==> src/rtl/mem_stage_ctrl_if.sv <==
// Data-memory bus between the MEM stage controller and a variable-latency data memory.
// The controller drives the request side; the memory answers with ack and read data.
interface mem_stage_ctrl_if #(
    parameter int WORD_LEN   = 32,
    parameter int MEM_ADDR_W = 16
);
    logic                  mem_req;
    logic                  mem_we;
    logic [MEM_ADDR_W-1:0] mem_addr;
    logic [WORD_LEN-1:0]   mem_wdata;
    logic                  mem_ack;
    logic [WORD_LEN-1:0]   mem_rdata;

    modport master (
        output mem_req, mem_we, mem_addr, mem_wdata,
        input  mem_ack, mem_rdata
    );

    modport slave (
        input  mem_req, mem_we, mem_addr, mem_wdata,
        output mem_ack, mem_rdata
    );
endinterface

==> src/rtl/mem_stage_ctrl.sv <==
// MIPS MEM stage: issues loads/stores over a req/ack memory bus, freezes the upstream
// pipeline for the duration of the access and feeds a bubble into MEM->WB meanwhile.
module mem_stage_ctrl #(
    parameter int WORD_LEN     = 32,
    parameter int REG_ADDR_LEN = 5,
    parameter int MEM_ADDR_W   = 16,
    parameter int ADDR_BASE    = 1024,
    parameter int TIMEOUT      = 255
) (
    input  logic                    clk,
    input  logic                    rst,
    input  logic                    WB_EN_IN,
    input  logic                    MEM_R_EN_IN,
    input  logic                    MEM_W_EN_IN,
    input  logic                    MUL_EN_IN,
    input  logic                    COMP_EN_IN,
    input  logic [WORD_LEN-1:0]     ALUResIn,
    input  logic [WORD_LEN-1:0]     stValIn,
    input  logic [WORD_LEN-1:0]     HIGH_IN,
    input  logic [REG_ADDR_LEN-1:0] destIn,
    mem_stage_ctrl_if.master        mem,
    output logic                    freeze,
    output logic                    WB_EN,
    output logic                    MEM_R_EN,
    output logic                    MUL_EN_OUT,
    output logic                    COMP_EN_OUT,
    output logic [WORD_LEN-1:0]     ALURes,
    output logic [WORD_LEN-1:0]     memReadVal,
    output logic [WORD_LEN-1:0]     HIGH_OUT,
    output logic [REG_ADDR_LEN-1:0] dest,
    output logic                    mem_err
);

    typedef enum logic [1:0] {IDLE, ACCESS, DONE} state_e;

    state_e                state_q, state_d;
    logic [MEM_ADDR_W-1:0] addr_q, addr_d;
    logic [WORD_LEN-1:0]   wdata_q, wdata_d;
    logic [WORD_LEN-1:0]   rdata_q, rdata_d;
    logic                  we_q, we_d;
    logic                  abort_q, abort_d;
    logic                  err_q, err_d;
    logic [7:0]            cnt_q, cnt_d;

    logic                  memOp;
    logic                  aligned;
    logic                  misLoad;
    logic                  timedOut;
    logic [WORD_LEN-1:0]   offset;

    assign memOp    = MEM_R_EN_IN | MEM_W_EN_IN;
    assign aligned  = (ALUResIn[1:0] == 2'b00);
    assign misLoad  = MEM_R_EN_IN & ~aligned;
    assign offset   = ALUResIn - WORD_LEN'(ADDR_BASE);
    // cnt_q holds the number of ACCESS cycles already elapsed, so this fires on the last allowed one
    assign timedOut = (state_q == ACCESS) && !mem.mem_ack && (cnt_q == 8'(TIMEOUT - 1));

    always_ff @(posedge clk) begin
        if (rst) begin
            state_q <= IDLE;
            addr_q  <= '0;
            wdata_q <= '0;
            rdata_q <= '0;
            we_q    <= 1'b0;
            abort_q <= 1'b0;
            err_q   <= 1'b0;
            cnt_q   <= '0;
        end else begin
            state_q <= state_d;
            addr_q  <= addr_d;
            wdata_q <= wdata_d;
            rdata_q <= rdata_d;
            we_q    <= we_d;
            abort_q <= abort_d;
            err_q   <= err_d;
            cnt_q   <= cnt_d;
        end
    end

    always_comb begin
        state_d = state_q;
        addr_d  = addr_q;
        wdata_d = wdata_q;
        rdata_d = rdata_q;
        we_d    = we_q;
        abort_d = abort_q;
        err_d   = 1'b0;
        cnt_d   = cnt_q;
        case (state_q)
            IDLE: begin
                if (memOp && aligned) begin
                    addr_d  = MEM_ADDR_W'(offset >> 2);
                    wdata_d = stValIn;
                    we_d    = MEM_W_EN_IN;
                    abort_d = 1'b0;
                    cnt_d   = '0;
                    state_d = ACCESS;
                end else if (memOp) begin
                    err_d = 1'b1;
                end
            end
            ACCESS: begin
                cnt_d = cnt_q + 8'd1;
                if (mem.mem_ack) begin
                    rdata_d = we_q ? '0 : mem.mem_rdata;
                    state_d = DONE;
                end else if (timedOut) begin
                    rdata_d = '0;
                    abort_d = 1'b1;
                    err_d   = 1'b1;
                    state_d = DONE;
                end
            end
            DONE:    state_d = IDLE;
            default: state_d = IDLE;
        endcase
    end

    // Control fields toward MEM->WB are zeroed whenever the pipeline is frozen
    always_comb begin
        mem.mem_req   = 1'b0;
        mem.mem_we    = 1'b0;
        mem.mem_addr  = '0;
        mem.mem_wdata = '0;
        freeze        = 1'b0;
        WB_EN         = 1'b0;
        MEM_R_EN      = 1'b0;
        MUL_EN_OUT    = 1'b0;
        COMP_EN_OUT   = 1'b0;
        ALURes        = '0;
        memReadVal    = '0;
        HIGH_OUT      = '0;
        dest          = '0;
        mem_err       = 1'b0;
        if (!rst) begin
            mem.mem_req   = (state_q == ACCESS);
            mem.mem_we    = we_q & (state_q == ACCESS);
            mem.mem_addr  = addr_q;
            mem.mem_wdata = wdata_q;
            mem_err       = err_q;
            ALURes        = ALUResIn;
            HIGH_OUT      = HIGH_IN;
            dest          = destIn;
            case (state_q)
                IDLE: begin
                    if (memOp && aligned) begin
                        freeze = 1'b1;
                    end else begin
                        WB_EN       = WB_EN_IN & ~misLoad;
                        MEM_R_EN    = MEM_R_EN_IN & aligned;
                        MUL_EN_OUT  = MUL_EN_IN;
                        COMP_EN_OUT = COMP_EN_IN;
                    end
                end
                ACCESS: freeze = 1'b1;
                DONE: begin
                    WB_EN       = WB_EN_IN & ~(abort_q & ~we_q);
                    MEM_R_EN    = MEM_R_EN_IN;
                    MUL_EN_OUT  = MUL_EN_IN;
                    COMP_EN_OUT = COMP_EN_IN;
                    memReadVal  = rdata_q;
                end
                default: ;
            endcase
        end
    end

endmodule

==> src/flat_wrapper.sv <==
// flat-port wrapper written by rule: the top's interface ports become plain ports
module mem_stage_ctrl_flat 
#(
    parameter int WORD_LEN     = 32,
    parameter int REG_ADDR_LEN = 5,
    parameter int MEM_ADDR_W   = 16,
    parameter int ADDR_BASE    = 1024,
    parameter int TIMEOUT      = 255
)
  (clk, rst, WB_EN_IN, MEM_R_EN_IN, MEM_W_EN_IN, MUL_EN_IN, COMP_EN_IN, ALUResIn, stValIn, HIGH_IN, destIn, freeze, WB_EN, MEM_R_EN, MUL_EN_OUT, COMP_EN_OUT, ALURes, memReadVal, HIGH_OUT, dest, mem_err, mem_mem_req, mem_mem_we, mem_mem_addr, mem_mem_wdata, mem_mem_ack, mem_mem_rdata);
  mem_stage_ctrl_if #(.WORD_LEN(WORD_LEN), .MEM_ADDR_W(MEM_ADDR_W)) mem_i ();
  input  logic clk;
  input  logic rst;
  input  logic WB_EN_IN;
  input  logic MEM_R_EN_IN;
  input  logic MEM_W_EN_IN;
  input  logic MUL_EN_IN;
  input  logic COMP_EN_IN;
  input  logic [WORD_LEN-1:0] ALUResIn;
  input  logic [WORD_LEN-1:0] stValIn;
  input  logic [WORD_LEN-1:0] HIGH_IN;
  input  logic [REG_ADDR_LEN-1:0] destIn;
  output logic freeze;
  output logic WB_EN;
  output logic MEM_R_EN;
  output logic MUL_EN_OUT;
  output logic COMP_EN_OUT;
  output logic [WORD_LEN-1:0] ALURes;
  output logic [WORD_LEN-1:0] memReadVal;
  output logic [WORD_LEN-1:0] HIGH_OUT;
  output logic [REG_ADDR_LEN-1:0] dest;
  output logic mem_err;
  output wire logic [$bits(mem_i.mem_req)-1:0] mem_mem_req;
  output wire logic [$bits(mem_i.mem_we)-1:0] mem_mem_we;
  output wire logic [$bits(mem_i.mem_addr)-1:0] mem_mem_addr;
  output wire logic [$bits(mem_i.mem_wdata)-1:0] mem_mem_wdata;
  input wire logic [$bits(mem_i.mem_ack)-1:0] mem_mem_ack;
  input wire logic [$bits(mem_i.mem_rdata)-1:0] mem_mem_rdata;
  assign mem_mem_req = mem_i.mem_req;
  assign mem_mem_we = mem_i.mem_we;
  assign mem_mem_addr = mem_i.mem_addr;
  assign mem_mem_wdata = mem_i.mem_wdata;
  assign mem_i.mem_ack = mem_mem_ack;
  assign mem_i.mem_rdata = mem_mem_rdata;
  mem_stage_ctrl #(.WORD_LEN(WORD_LEN), .REG_ADDR_LEN(REG_ADDR_LEN), .MEM_ADDR_W(MEM_ADDR_W), .ADDR_BASE(ADDR_BASE), .TIMEOUT(TIMEOUT)) u_core (.clk(clk), .rst(rst), .WB_EN_IN(WB_EN_IN), .MEM_R_EN_IN(MEM_R_EN_IN), .MEM_W_EN_IN(MEM_W_EN_IN), .MUL_EN_IN(MUL_EN_IN), .COMP_EN_IN(COMP_EN_IN), .ALUResIn(ALUResIn), .stValIn(stValIn), .HIGH_IN(HIGH_IN), .destIn(destIn), .mem(mem_i), .freeze(freeze), .WB_EN(WB_EN), .MEM_R_EN(MEM_R_EN), .MUL_EN_OUT(MUL_EN_OUT), .COMP_EN_OUT(COMP_EN_OUT), .ALURes(ALURes), .memReadVal(memReadVal), .HIGH_OUT(HIGH_OUT), .dest(dest), .mem_err(mem_err));
endmodule
==> config.mk <==
export PLATFORM = sky130hd
export DESIGN_NAME = mem_stage_ctrl_flat
export DESIGN_NICKNAME = d
export VERILOG_FILES = /design/src/rtl/mem_stage_ctrl_if.sv /design/src/rtl/mem_stage_ctrl.sv /design/src/flat_wrapper.sv
export SDC_FILE = /design/constraint.sdc
export NUM_CORES = 1
export LEC_CHECK = 0
export CAP_MARGIN = 20
export CORE_MARGIN = 2
export CORE_UTILIZATION = 37
export DETAILED_ROUTE_END_ITERATION = 16
export PLACE_DENSITY = 0.8
export SETUP_SLACK_MARGIN = 0.3
export SLEW_MARGIN = 20
export SYNTH_ARGS = -nofsm -noshare
export SYNTH_HDL_FRONTEND = slang
export SYNTH_SLANG_ARGS = --single-unit
==> constraint.sdc <==
create_clock -name clk -period 2.04 [get_ports clk]
set_input_delay 0.51 -clock clk [delete_from_list [all_inputs] [get_ports clk]]
set_output_delay 0.51 -clock clk [all_outputs]
set_load 0.01 [all_outputs]
; ---- Yosys cells after proc, flatten, opt, wreduce, memory -nomap -nowiden
; Index checks and enable logic that the tools add are counted.
[word_totals]
inputBits = 141
out_inout_bits = 157
register_bits = 93
wordCells = 84
[classes]
bitwise_logic = 11
n_addsub = 2
n_reduce_logical = 13
n_mux = 43
n_eq_ne = 7
[op_table]
columns = operator, count
row1 = 2-to-1 mux 32 bit, 8
row2 = 2-to-1 mux 1 bit, 20
row3 = "subtractor 18 x 11 -> 18 bit, second input constant", 1
row4 = 2-to-1 mux 16 bit, 1
row5 = one-hot mux 8 bit (2 select lines), 1
row6 = one-hot mux 1 bit (2 select lines), 7
row7 = "adder 8 x 1 -> 8 bit, second input constant", 1
row8 = "equality test 8 bit, second input constant", 1
row9 = 2-to-1 mux 8 bit, 1
row10 = AND reduction 2 bit, 4
row11 = bitwise AND 1 bit, 6
row12 = 2-to-1 mux 2 bit, 3
row13 = 2-to-1 mux 5 bit, 1
row14 = logical NOT 2 bit, 2
row15 = "inequality test 2 x 1 -> 1 bit, second input constant", 2
row16 = inverter 1 bit, 4
row17 = one-hot mux 2 bit (2 select lines), 1
row18 = AND reduction 4 bit, 1
row19 = nonzero test 2 bit, 2
row20 = logical AND 1 bit, 3
row21 = "inequality test 3 x 2 -> 1 bit, second input constant", 1
row22 = "equality test 2 x 1 -> 1 bit, second input constant", 1
row23 = "equality test 2 bit, second input constant", 1
row24 = "inequality test 2 bit, second input constant", 1
row25 = other kinds (2), 2

; ---- Depth between registers and ports, before layout
[logic_depth]
depth_word = 8
mapped_depth = 6
depth_no_buf = 6

; ---- Worst setup path after synthesis
; No wires, ideal clock.
[synth_path]
path_kind = input port to output port
start = input port rst
end = output port MEM_R_EN
t_required_ps = 1530
cell_stages = 4
slack_ps = 118
path_buffers = 3
arrival_time_ps = 1412
cell_sequence = clkbuf_1 -> clkbuf_1 -> clkbuf_1 -> nor3b_1
[synth_between]
elab_chain_len = 1
[synth_rtl]
columns = element, line
row1 = from (decl), flat_wrapper.sv:13  ; input logic rst;
row2 = 2-to-1 mux 1 bit, mem_stage_ctrl.sv:135  ; if (!rst) begin
row3 = to (decl), flat_wrapper.sv:25  ; output logic MEM_R_EN;
; No other way between the ends.

; ---- Worst setup path after layout
[layout_path]
start = input port ALUResIn[0]
end = output port COMP_EN_OUT
[layout_between]
elab_chain_len = 5
[layout_rtl]
columns = element, line
row1 = from (decl), flat_wrapper.sv:19  ; input logic [WORD_LEN-1:0] ALUResIn;
row2 = logical NOT 2 bit, mem_stage_ctrl.sv:52  ; assign aligned = (ALUResIn[1:0] == 2'b00);
row3 = logical AND 1 bit, mem_stage_ctrl.sv:146  ; if (memOp && aligned) begin
row4 = 2-to-1 mux 1 bit, mem_stage_ctrl.sv:146
row5 = one-hot mux 1 bit (2 select lines), mem_stage_ctrl.sv:144  ; case (state_q)
row6 = 2-to-1 mux 1 bit, mem_stage_ctrl.sv:135
row7 = to (decl), flat_wrapper.sv:27  ; output logic COMP_EN_OUT;
; No other way between the ends.

==> summary.txt <==
Clock tree
  – H-tree Lvls: 3
  – CTS tree: yes
  – CTS Buffer Depth: 2
  – CTS sink count: 93
  – Hold buffer count at cts: 0
  – Num CTS Buffers: 9
  – Clock insertion delay at the later pin of the skew report: approximately 0.35 ns
  – Clock Pin Slew Worst Setup and Hold Paths: 0.06 ns
  – Root buffer cell: clkbuf_16

Synth
  – Yosys reg bits: 93
  – Synth cell types: 39
  – Area share of the largest cell type after synthesis: between 40% and 50%
  – Post-synth EDFFs: 0
  – Syn Inst Count: around 600
  – Top post-synthesis cells by area: dfxtp_1 41%, nor2b_1 16%, nand2_1 9.9%, a21oi_1 4.9%, nand2b_1 4.9%
  – Ys Warns: 0
  – Avg Inst Size Synth: about 7.6 um2
  – Synth top cells by count: 120 x nand2_1, 118 x nor2b_1, 93 x dfxtp_1
  – Most used DFF post-synth: dfxtp_1
  – Synth area leader: dfxtp_1
  – Ys async rst share: 0%
  – Mapped Nets: 746
  – Post-synthesis sequential area ratio: 40.8%
  – Netlist Area Pre-Place: 4570 um2
  – Most frequent cell after synthesis: nand2_1

STA
  – Fmax: 491 MHz
  – Slew Viols, Final: 0
  – Tcrit/Tclk final: between 90% and 100%
  – Final setup vio count: 0
  – Unrepaired setup endpoints after global routing: true
  – Rel. slew slack: between 70% and 80%
  – WHS: roughly 0.45 ns
  – Fin Clk Skew: between 0.003 and 0.004 ns
  – Slew @ Worst Pin: 0.308 ns
  – Fin crit period: just over 2 ns
  – Final hold violation count: 0
  – Setup TNS: 0 ns

Detailed routing
  – DR pass1 iterations: 5
  – Via Count: 5626
  – Final wirelength: around 21000 um
  – Drt wl/cell: approximately 19 um
  – DRC: 0
  – DRT antenna net count: 0
  – Vias per std cell: 5.05
  – Initial DRC Count: 373

Power and ir drop
  – Maximum vdd ir drop: between 500 and 600 uV
  – Power per standard cell area: between 400 and 500 nW/um2
  – Power, Total: around 4.6 mW
  – Pleak: a little over 4 nW

Global route
  – First-pass GRT wire length: 25800 um
  – Largest net degree at the start of global routing: 36
  – Grt ovf: 0
  – Total Routing Usage GR: between 20% and 30%
  – Initial antenna violation count: 0
  – Vias in the first global route: about 5100

Worst setup path
  – CP max stage delay: 0.40 ns
  – CP required: between 1.5 and 2 ns
  – CP max stage cell: or3_4
  – Crit path kind: input pin to primary output
  – Worst path depth: 5
  – CP top delay family: simple AND/OR/NAND/NOR gates
  – Worst Path Max Fanout: 2
  – Crit path arrival time: ~1.5 ns
  – CP cell instances: buf_8 -> or2_4 -> or3_4 -> and3_4 -> buf_6
  – R2R cell count: 10
  – CP bufs+invs: 2
  – Element type at the critical path start: input pin
  – CP Capture Type: primary output

Run status
  – Status: complete, no violations

Place
  – Placed Instances: approximately 1100
  – Post-DP HPWL: 12400 um
  – I/O Buffers: approximately 300
  – GP Congestion: 0.863
  – Placed cell area: between 8000 and 9000 um2

Cells and area
  – Reg area: between 1500 and 2000 um2
  – Multi-input gate area: approximately 3100 um2
  – Number of diodes: 0
  – Area Overhead vs Synth: 103%
  – Share of cells above drive strength 1: approximately two fifths
  – Design area: ~9300 um2
  – # fillers: just under 800
  – Nets: about 1100
  – Non-filler cells, final: 1114

Floorplan
  – I/O Pins: between 200 and 300
  – CORE AREA: 12000 um2
  – Height of the die: roughly 120 um
  – Die Area: around 13000 um2
  – Cell Rows: 40
  – Initial core utilization: a little under two fifths
  – Die width: 115 um

Worst hold path
  – Hold Path Class: flip-flop to flip-flop
  – Hold Crit Depth: 2

Run
  – Max capacitance violation total: 0
## layout by cell type, fill, tap and decap left out, types with 4 or more instances in the layout
cell type        netlist  final
clkbuf_2               0     24
nor2b_4                0     21
xnor2_1                4      4
buf_4                  3     47
nor2_1                49     14
buf_6                  4     81
dlymetal6s2s_1         0     20
clkbuf_16              0     18
buf_2                  3     79
a211oi_1               8      7
nand2b_1              36     18
nor2_4                 0     32
clkdlybuf4s50_1        0     82
nand3_1                4      4
nand2_1              120    119
dlygate4sd2_1          0     31
nor2b_1              118     91
buf_16                 0      7
nor2b_2                0      6
o21ai_1                5      5
nand2b_4               0     18
o21ai_0               28     27
o31ai_1                5      5
buf_12                 0     10
a21oi_1               45     43
dfxtp_1               93     90
## worst register-to-register path, delay by kind of cell, from the launching register on
family                 cells  cell delay [ns]
buffers and inverters      7             0.77
flip-flops                 1             0.39
AND/OR/NAND/NOR            2             0.26
AO/OA/AOI/OAI              1             0.25
## routing by layer
layer	vias to the layer above	share of wire [%]	global-route usage (%)
met4	0	3.0	7.95
met1	2621	39	29.0
met5	-	0	0
li1	2678	-	-
met2	281	50	42.4
met3	46	8.4	8.49
## final cells by class
cell class              instances  share of cell area (%)
repair buffers                396                    41.1
inverters                       5                   0.229
clock inverters                 2                   0.108
well taps                     147                    1.98
flip-flops and latches         93                    20.1
multi-input cells             459                    33.7
clock buffers                  12                    2.76
## cells by family (layout without fill, tap and decap cells)
family | Yosys count | in the layout | synth area share, %
AND/OR/NAND/NOR | 351 | 351 | 40.0
flip-flops | 93 | 93 | 40.8
AO/OA/AOI/OAI | 100 | 100 | 12.4
adder cells (fa/ha/maj) | 3 | 3 | 0.822
XOR/XNOR | 5 | 5 | 0.959
buffers and inverters | 50 | 415 | 5.09
## metrics by stage
stage | setup slack, ns | util, %
after global placement | -0.822 | 66.8
after global routing | -0.0143 | 77.3
after CTS | -0.00250 | 68.3
after floorplan | 0.282 | -
final | 0.00509 | 77.3
after detailed placement | -0.832 | 66.8
## flip-flops by register name (all words and copies together) (netlist names)
signal          cells
u_core.rdata_q     32
u_core.wdata_q     32
u_core.addr_q      16
u_core.cnt_q        8
u_core.state_q      2
u_core.abort_q      1
u_core.err_q        1
u_core.we_q         1
## path summary, 6_finish.rpt
| check | startpoint | endpoint | slack [ns] |
|---|---|---|---|
| max | ALUResIn[0] | COMP_EN_OUT | 0.005 |
| min | u_core.addr_q[5] | u_core.addr_q[5] | 0.45 |
| max reg2reg | u_core.state_q[0] | u_core.state_q[0] | 0.26 |
| min reg2reg | u_core.addr_q[5] | u_core.addr_q[5] | 0.45 |
## report_power, final
| part | switching (mW) | internal (mW) | total (mW) |
|---|---|---|---|
| Sequential | 0.0380 | 1.88 | 1.92 |
| Clock | 0.663 | 0.875 | 1.54 |
| Combinational | 0.463 | 0.638 | 1.10 |
## timing repair
item / 4_1_cts / 5_1_grt
pin swaps: 12 / 22
endpoints found under the hold margin: 0 / 0
buffers inserted: 12 / 26
endpoints found under the setup margin: 212 / 147
resized for setup: 559 / 372
gates cloned: 3 / 9
Note: power is estimated with default switching activity, not from simulation.
